File: config.mk
export PLATFORM = sky130hd
export DESIGN_NAME = id_ex_pipe_stage
export DESIGN_NICKNAME = d
export VERILOG_FILES = /design/src/rtl/id_pkg.sv /design/src/rtl/reg_file_bypass.sv /design/src/rtl/id_ex_pipe_stage.sv
export SDC_FILE = /design/constraint.sdc
export NUM_CORES = 2
export LEC_CHECK = 0
export BUFFER_PORTS_ARGS = -buffer_cell sky130_fd_sc_hd__buf_2
export CAP_MARGIN = 20
export CELL_PAD_IN_SITES_DETAIL_PLACEMENT = 1
export CELL_PAD_IN_SITES_GLOBAL_PLACEMENT = 1
export CORE_ASPECT_RATIO = 0.8
export CORE_MARGIN = 1
export CORE_UTILIZATION = 56
export CTS_CLUSTER_SIZE = 16
export DETAILED_ROUTE_END_ITERATION = 8
export PLACE_DENSITY_LB_ADDON = 0.12
export SLEW_MARGIN = 15
export SYNTH_ARGS = -nofsm -noshare
export SYNTH_HDL_FRONTEND = slang
export SYNTH_SLANG_ARGS = --single-unit
File: constraint.sdc
create_clock -name Clock -period 7.4 [get_ports Clock]
set_clock_uncertainty 0.15 [all_clocks]
set_input_delay 1.48 -clock Clock [delete_from_list [all_inputs] [get_ports Clock]]
set_output_delay 1.48 -clock Clock [all_outputs]
set_load 0.02 [all_outputs]
File: src/rtl/id_pkg.sv
`default_nettype none
// ============================================================================
// Module   : id_pkg
// Purpose  : Shared definitions for the decode (ID) stage: destination-select
//            encodings, scoreboard depth limit and the bubble control word.
// Revision : 1.0  initial release
// ============================================================================
package id_pkg;

  // Destination register selection carried on Ctrl_DestSel
  typedef enum logic [1:0] {
    DEST_RT   = 2'd0,
    DEST_RD   = 2'd1,
    DEST_LINK = 2'd2,
    DEST_NONE = 2'd3
  } dest_sel_e;

  // Deepest load-use distance the scoreboard is designed for
  localparam int LOAD_LAT_MAX = 4;

  // Widest controller word supported; the bubble word is sliced to CTRL_W
  localparam int CTRL_W_MAX = 64;
  localparam logic [CTRL_W_MAX-1:0] CTRL_BUBBLE = '0;

endpackage
`default_nettype wire

File: src/rtl/reg_file_bypass.sv
`default_nettype none
// ============================================================================
// Module   : reg_file_bypass
// Purpose  : 2-read / 1-write register file with register 0 hardwired to
//            zero and write-first bypass on both read ports.
// Ports    : clk, rst_n      - clock, async active-low reset (clears file)
//            i_we/i_waddr/i_wdata - write port
//            i_raddr_a/o_rdata_a, i_raddr_b/o_rdata_b - combinational reads
// Revision : 1.0  initial release
// ============================================================================
module reg_file_bypass #(
  parameter int DATA_W = 32,
  parameter int REG_AW = 5
) (
  input  logic              clk,
  input  logic              rst_n,
  input  logic              i_we,
  input  logic [REG_AW-1:0] i_waddr,
  input  logic [DATA_W-1:0] i_wdata,
  input  logic [REG_AW-1:0] i_raddr_a,
  output logic [DATA_W-1:0] o_rdata_a,
  input  logic [REG_AW-1:0] i_raddr_b,
  output logic [DATA_W-1:0] o_rdata_b
);

  localparam int c_depth = 2 ** REG_AW;

  logic [DATA_W-1:0] r_regs [c_depth];
  logic              w_wr_en;

  // Writes to register 0 are discarded so it never leaves zero
  assign w_wr_en = i_we && (i_waddr != '0);

  always_ff @(posedge clk or negedge rst_n) begin
    if (!rst_n) begin
      for (int i = 0; i < c_depth; i++) r_regs[i] <= '0;
    end else if (w_wr_en) begin
      r_regs[i_waddr] <= i_wdata;
    end
  end

  // Same-cycle writeback is returned directly (write-first)
  always_comb begin
    if (i_raddr_a == '0)                        o_rdata_a = '0;
    else if (w_wr_en && (i_waddr == i_raddr_a)) o_rdata_a = i_wdata;
    else                                        o_rdata_a = r_regs[i_raddr_a];
  end

  always_comb begin
    if (i_raddr_b == '0)                        o_rdata_b = '0;
    else if (w_wr_en && (i_waddr == i_raddr_b)) o_rdata_b = i_wdata;
    else                                        o_rdata_b = r_regs[i_raddr_b];
  end

endmodule
`default_nettype wire

File: src/rtl/id_ex_pipe_stage.sv
`default_nettype none
// ============================================================================
// Module   : id_ex_pipe_stage
// Purpose  : Decode stage ending in the ID/EX pipeline register. Reads the
//            register file (with writeback bypass), extends imm16, selects
//            the destination, detects load-use hazards and inserts bubbles.
// Ports    : Clock/Reset_n            - clock, async active-low reset
//            IF_Valid/Instruction     - IF/ID contents
//            Ctrl_*                   - external controller decode
//            WB_RegWrite/Dest/Data    - writeback port
//            Flush, EX_Stall          - pipeline control from downstream
//            ID_Stall                 - freeze PC and IF/ID
//            EX_*                     - ID/EX register outputs
//            Perf_StallCycles/Bubbles - performance counters
// Config   : `define ID_PERF_CNT_EN to build the performance counters;
//            otherwise both Perf_* outputs are constant 0.
// Revision : 1.0  initial release
// ============================================================================
module id_ex_pipe_stage
  import id_pkg::*;
#(
  parameter int DATA_W   = 32,
  parameter int REG_AW   = 5,
  parameter int CTRL_W   = 16,
  parameter int LOAD_LAT = 1,   // 1..LOAD_LAT_MAX
  parameter int LINK_REG = 31
) (
  input  logic              Clock,
  input  logic              Reset_n,
  input  logic              IF_Valid,
  input  logic [31:0]       Instruction,
  input  logic [CTRL_W-1:0] Ctrl_In,
  input  logic              Ctrl_IsLoad,
  input  logic              Ctrl_UsesRs,
  input  logic              Ctrl_UsesRt,
  input  logic [1:0]        Ctrl_DestSel,
  input  logic              Ctrl_ExtZero,
  input  logic              WB_RegWrite,
  input  logic [REG_AW-1:0] WB_Dest,
  input  logic [DATA_W-1:0] WB_Data,
  input  logic              Flush,
  input  logic              EX_Stall,
  output logic              ID_Stall,
  output logic              EX_Valid,
  output logic [CTRL_W-1:0] EX_Ctrl,
  output logic              EX_IsLoad,
  output logic [DATA_W-1:0] EX_Rs_Data,
  output logic [DATA_W-1:0] EX_Rt_Data,
  output logic [DATA_W-1:0] EX_Imm,
  output logic [REG_AW-1:0] EX_Rs,
  output logic [REG_AW-1:0] EX_Rt,
  output logic [REG_AW-1:0] EX_Dest,
  output logic [31:0]       Perf_StallCycles,
  output logic [31:0]       Perf_Bubbles
);

  // ---------------- field decode ----------------
  logic [REG_AW-1:0] w_rs, w_rt, w_rd, w_dest;
  logic [15:0]       w_imm16;
  logic [DATA_W-1:0] w_imm, w_rs_data, w_rt_data;
  logic              w_unused_opcode;

  assign w_rs            = REG_AW'(Instruction[25:21]);
  assign w_rt            = REG_AW'(Instruction[20:16]);
  assign w_rd            = REG_AW'(Instruction[15:11]);
  assign w_imm16         = Instruction[15:0];
  assign w_unused_opcode = ^Instruction[31:26];

  assign w_imm = Ctrl_ExtZero ? {{(DATA_W-16){1'b0}}, w_imm16}
                              : {{(DATA_W-16){w_imm16[15]}}, w_imm16};

  always_comb begin
    w_dest = '0;
    case (dest_sel_e'(Ctrl_DestSel))
      DEST_RT:   w_dest = w_rt;
      DEST_RD:   w_dest = w_rd;
      DEST_LINK: w_dest = REG_AW'(LINK_REG);
      default:   w_dest = '0;
    endcase
  end

  reg_file_bypass #(
    .DATA_W (DATA_W),
    .REG_AW (REG_AW)
  ) u_rf (
    .clk       (Clock),
    .rst_n     (Reset_n),
    .i_we      (WB_RegWrite),
    .i_waddr   (WB_Dest),
    .i_wdata   (WB_Data),
    .i_raddr_a (w_rs),
    .o_rdata_a (w_rs_data),
    .i_raddr_b (w_rt),
    .o_rdata_b (w_rt_data)
  );

  // ---------------- load scoreboard ----------------
  // Entry 0 is the ID/EX register itself; older entries are flops that age
  // one step per cycle in which execute accepts.
  logic [LOAD_LAT-1:0] w_sb_valid;
  logic [REG_AW-1:0]   w_sb_dest [LOAD_LAT];

  assign w_sb_valid[0] = EX_Valid & EX_IsLoad;
  assign w_sb_dest[0]  = EX_Dest;

  for (genvar gi = 1; gi < LOAD_LAT; gi++) begin : g_sb
    logic              r_valid;
    logic [REG_AW-1:0] r_dest;
    always_ff @(posedge Clock or negedge Reset_n) begin
      if (!Reset_n) begin
        r_valid <= 1'b0;
        r_dest  <= '0;
      end else if (!EX_Stall) begin
        r_valid <= w_sb_valid[gi-1];
        r_dest  <= w_sb_dest[gi-1];
      end
    end
    assign w_sb_valid[gi] = r_valid;
    assign w_sb_dest[gi]  = r_dest;
  end

  // Loads into $0 never create a dependency
  logic w_hazard;
  always_comb begin
    w_hazard = 1'b0;
    for (int i = 0; i < LOAD_LAT; i++) begin
      if (IF_Valid && w_sb_valid[i] && (w_sb_dest[i] != '0) &&
          ((Ctrl_UsesRs && (w_rs == w_sb_dest[i])) ||
           (Ctrl_UsesRt && (w_rt == w_sb_dest[i]))))
        w_hazard = 1'b1;
    end
  end

  assign ID_Stall = w_hazard | EX_Stall;

  // ---------------- ID/EX register ----------------
  // Bubbles clear only the fields that give the slot meaning; operand,
  // immediate and index fields are left as don't-care.
  always_ff @(posedge Clock or negedge Reset_n) begin
    if (!Reset_n) begin
      EX_Valid   <= 1'b0;
      EX_Ctrl    <= '0;
      EX_IsLoad  <= 1'b0;
      EX_Rs_Data <= '0;
      EX_Rt_Data <= '0;
      EX_Imm     <= '0;
      EX_Rs      <= '0;
      EX_Rt      <= '0;
      EX_Dest    <= '0;
    end else if (Flush) begin
      EX_Valid  <= 1'b0;
      EX_Ctrl   <= CTRL_BUBBLE[CTRL_W-1:0];
      EX_IsLoad <= 1'b0;
      EX_Dest   <= '0;
    end else if (EX_Stall) begin
      // hold everything
    end else if (w_hazard || !IF_Valid) begin
      EX_Valid  <= 1'b0;
      EX_Ctrl   <= CTRL_BUBBLE[CTRL_W-1:0];
      EX_IsLoad <= 1'b0;
      EX_Dest   <= '0;
    end else begin
      EX_Valid   <= 1'b1;
      EX_Ctrl    <= Ctrl_In;
      EX_IsLoad  <= Ctrl_IsLoad;
      EX_Rs_Data <= w_rs_data;
      EX_Rt_Data <= w_rt_data;
      EX_Imm     <= w_imm;
      EX_Rs      <= w_rs;
      EX_Rt      <= w_rt;
      EX_Dest    <= w_dest;
    end
  end

  // ---------------- performance counters ----------------
`ifdef ID_PERF_CNT_EN
  logic        w_hazard_bubble;
  logic [31:0] r_perf_stall;
  logic [31:0] r_perf_bubbles;

  // A hazard only produces a bubble when neither flush nor stall win
  assign w_hazard_bubble = w_hazard & ~Flush & ~EX_Stall;

  always_ff @(posedge Clock or negedge Reset_n) begin
    if (!Reset_n) begin
      r_perf_stall   <= '0;
      r_perf_bubbles <= '0;
    end else begin
      if (ID_Stall)        r_perf_stall   <= r_perf_stall + 32'd1;
      if (w_hazard_bubble) r_perf_bubbles <= r_perf_bubbles + 32'd1;
    end
  end

  assign Perf_StallCycles = r_perf_stall;
  assign Perf_Bubbles     = r_perf_bubbles;
`else
  assign Perf_StallCycles = '0;
  assign Perf_Bubbles     = '0;
`endif

endmodule
`default_nettype wire

==> out/results.tsv <==
stage	metric	value	unit
cts	htree_levels	3	
detailed_routing	drtAntennaViolNets	0	
worst_setup_path	cp.arrival	3.42	ns
sta	fin_crit_sh	0.682	
finish	final_area	64400	um2
sta	setup_tns	0	ns
detailed_routing	wl_per_cell	36.8	um
logic_synthesis	synthSimpleGateAreaFrac	0.0261	
floorplan	die_height	292	um
power_and_ir_drop	finalPower	18.1	mW
global_route	grt_max_degree	177	
floorplan	io_pins	291	
worst_setup_path	critPathLaunchType	input port	
floorplan	core	105000	um2
job	maxCapViolCount	0	
global_route	grt_pass1_vias	43200	
sta	tightest_slew	1.25	ns
sta	fmax	198	MHz
worst_setup_path	worstPathRequired	5.77	ns
cts	cts-root-buf	clkbuf_16	
min_path	min_from	u_rf.r_regs[1018]	
worst_setup_path	crit_path_cell_trace	buf_8 -> xnor2_1 -> nand4_1 -> o22ai_2 -> a21o_1 -> buf_2	
logic_synthesis	synth_fa_ha_area_frac	0	
logic_synthesis	synth_ff_type	dfrtp_1	
worst_setup_path	slowest_delay	0.60	ns
logic_synthesis	syn_avg_cell_area	14.0	um2
global_route	overflow	0	
sta	relSlewSlack	0.163	
sta	drv_slew	0	
sta	setup_slack	2.35	ns
cts	clk_pin_slew	0.06	ns
finish	post-route-util	0.616	
logic_synthesis	synth_edf_count	0	
finish	fin_cells	5665	
power_and_ir_drop	ir_drop	0.197	mV
detailed_routing	vias	41500	
logic_synthesis	synth_compound_area_frac	0.0807	
worst_setup_path	cp-startpoint	Instruction[18]	
floorplan	dieArea	107000	um2
finish	nFillCells	9682	
min_path	hp-class	reg2reg	
floorplan	start_util	0.565	
global_route	grt_pass1_wl	307000	um
global_route	antenna_found_initial	14	
floorplan	die_w	365	um
finish	nNetsFinal	4264	
sta	rsz0062_at_grt	false	
cts	clk_path_buf_depth	3	
detailed_routing	drt_iter0_markers	4628	
logic_synthesis	synth_top_family_by_area	multiplexers	
cts	clkSinkCount	1138	
place	placed_cells	5454	
global_route	grtUsageTotal	0.397	
power_and_ir_drop	powerDensity	281	nW/um2
detailed_routing	route.detailed.drc	0	
finish	final_cell_mix	dfrtp_1 (1,138), mux2_2 (832), mux4_2 (448), nand2_1 (223), buf_2 (214)	
finish	final_common_cell	dfrtp_1	
cts	cts_tree	done	
logic_synthesis	synth_cells	4227	
logic_synthesis	ys_async_sr_fraction	1.00	
worst_setup_path	crit_path_end_kind	output pin	
detailed_routing	wl	209000	um
logic_synthesis	yosysWarnings	0	
sta	finalHoldViolations	0	
detailed_routing	vias_per_cell	7.33	
floorplan	rows	106	
sta	holdWs	0.251	ns
worst_setup_path	crit_path_top_delay_cell	buf_8	
sta	setup_viol	0	
logic_synthesis	ys_seq_elements	1138	
power_and_ir_drop	p_leak	28.2	nW
run_status	run_status	complete, no violations	
sta	layout_min_cycle_time	5.05	ns
cts	clkLatencyLatePin	0.71	ns
place	gp_congestion	0.830	
worst_setup_path	crit_family	buffers and inverters	
worst_setup_path	timing.critical_path.buf_inv	2	
cts	post_cts_buffers	0	
cts	numCtsBuffers	115	
place	dp_hpwl	115000	um
logic_synthesis	syn-cell-area	59100	um2
worst_setup_path	r2r-start	EX_Dest[1]	
worst_setup_path	crit_type	in2out	
detailed_routing	first_pass_iters	7	
finish	area_delta_synth_final	9.05	%
logic_synthesis	synth.distinct_cells	61	
cts	cts_hold_buf	0	
cts	post_cts_resized	0	
worst_setup_path	worstPathMaxFanout	82	
place	io_buffers	220	
logic_synthesis	ys_seq_area_frac	0.482	
logic_synthesis	synth.area.mux_share	0.356	
logic_synthesis	synth-xor-area-share	0.00297	
place	post_dp_cell_area	60500	um2
place	dp_slack	2.40	ns
finish	drive_gt1_frac	0.432	
[area by class of cell]
class	count	area (um2)	area share
Sequential cell	1138	28500	0.442
Multi-Input combinational cell	2550	28000	0.435
Clock buffer	167	3420	0.0531
Timing Repair Buffer	311	2020	0.0313
Tap cell	1404	1760	0.0273
Clock inverter	36	519	0.00806
Inverter	51	191	0.00297
Antenna cell	8	20.0	0.000311
[sequential cells by signal (all words and copies together) (netlist names)]
| signal | count |
|---|---|
| EX_Valid | 1 |
| EX_Rt | 5 |
| EX_Imm | 17 |
| EX_Rt_Data | 32 |
| EX_Ctrl | 16 |
| EX_Rs_Data | 32 |
| EX_IsLoad | 1 |
| EX_Rs | 5 |
| EX_Dest | 5 |
| u_rf.r_regs | 1024 |
[cell usage after synthesis, types with 2 or more instances]
library cell / instances / area share
dfrtp_1: 1138 / 0.48
mux2_2: 832 / 0.16
mux4_2: 448 / 0.17
clkbuf_1: 243 / 0.015
nand2_1: 239 / 0.015
o21ai_0: 185 / 0.016
o22ai_1: 160 / 0.017
buf_4: 134 / 0.017
mux2i_1: 128 / 0.022
buf_2: 105 / 0.0089
o221ai_1: 78 / 0.012
a22oi_1: 73 / 0.0093
inv_1: 51 / 0.0032
buf_1: 46 / 0.0029
a22o_1: 38 / 0.0056
a21oi_1: 34 / 0.0029
o2111ai_1: 33 / 0.0049
a211oi_1: 32 / 0.0041
or4_1: 31 / 0.0039
mux2_1: 26 / 0.0050
a2bb2oi_1: 21 / 0.0031
buf_6: 21 / 0.0040
nor2_1: 20 / 0.0013
xnor2_1: 20 / 0.0030
a221o_1: 14 / 0.0024
nand3b_1: 7 / 0.00089
or3_1: 7 / 0.00074
o21ai_1: 6 / 0.00051
nand3_1: 5 / 0.00042
o211ai_1: 5 / 0.00064
nor3b_1: 4 / 0.00051
or2_2: 4 / 0.00042
nor2b_1: 3 / 0.00032
nor3_1: 3 / 0.00025
or3b_1: 3 / 0.00044
a2111oi_0: 2 / 0.00030
a211oi_2: 2 / 0.00042
nand4_1: 2 / 0.00021
or3b_2: 2 / 0.00030
[routing by layer]
metal / track usage / up-vias / routed length, um
met4: 0.152 / 8 / 8290
met3: 0.107 / 516 / 22900
li1: - / 16000 / -
met5: 0 / - / 55
met2: 0.580 / 2406 / 93200
met1: 0.569 / 22600 / 84300
[path summary, 6_finish.rpt]
kind | endpoint | slack [ns] | depth (start not counted)
min in group asynchronous | u_rf.r_regs[698] | 0.70 | 1
max in group asynchronous | u_rf.r_regs[684] | 4.76 | 2
setup reg to reg | EX_Imm[4] | 3.52 | 6
hold reg to reg | u_rf.r_regs[1018] | 0.25 | 0
setup / recovery | ID_Stall | 2.35 | 6
hold / removal | u_rf.r_regs[1018] | 0.25 | 0
[power by group]
group | internal [mW] | total, mW | switching, mW | leakage [nW]
Clock | 3.63 | 6.20 | 2.57 | 1.94
Combinational | 1.93 | 3.57 | 1.65 | 11.6
Sequential | 7.38 | 8.35 | 0.967 | 14.6
[logic make-up after synthesis]
family	count (synthesis)
compound gates	693
buf+inv	602
mux	1434
flops	1138
xor+xnor	20
other cells	1
simple gates	339
(Power assumes the default switching activity.)
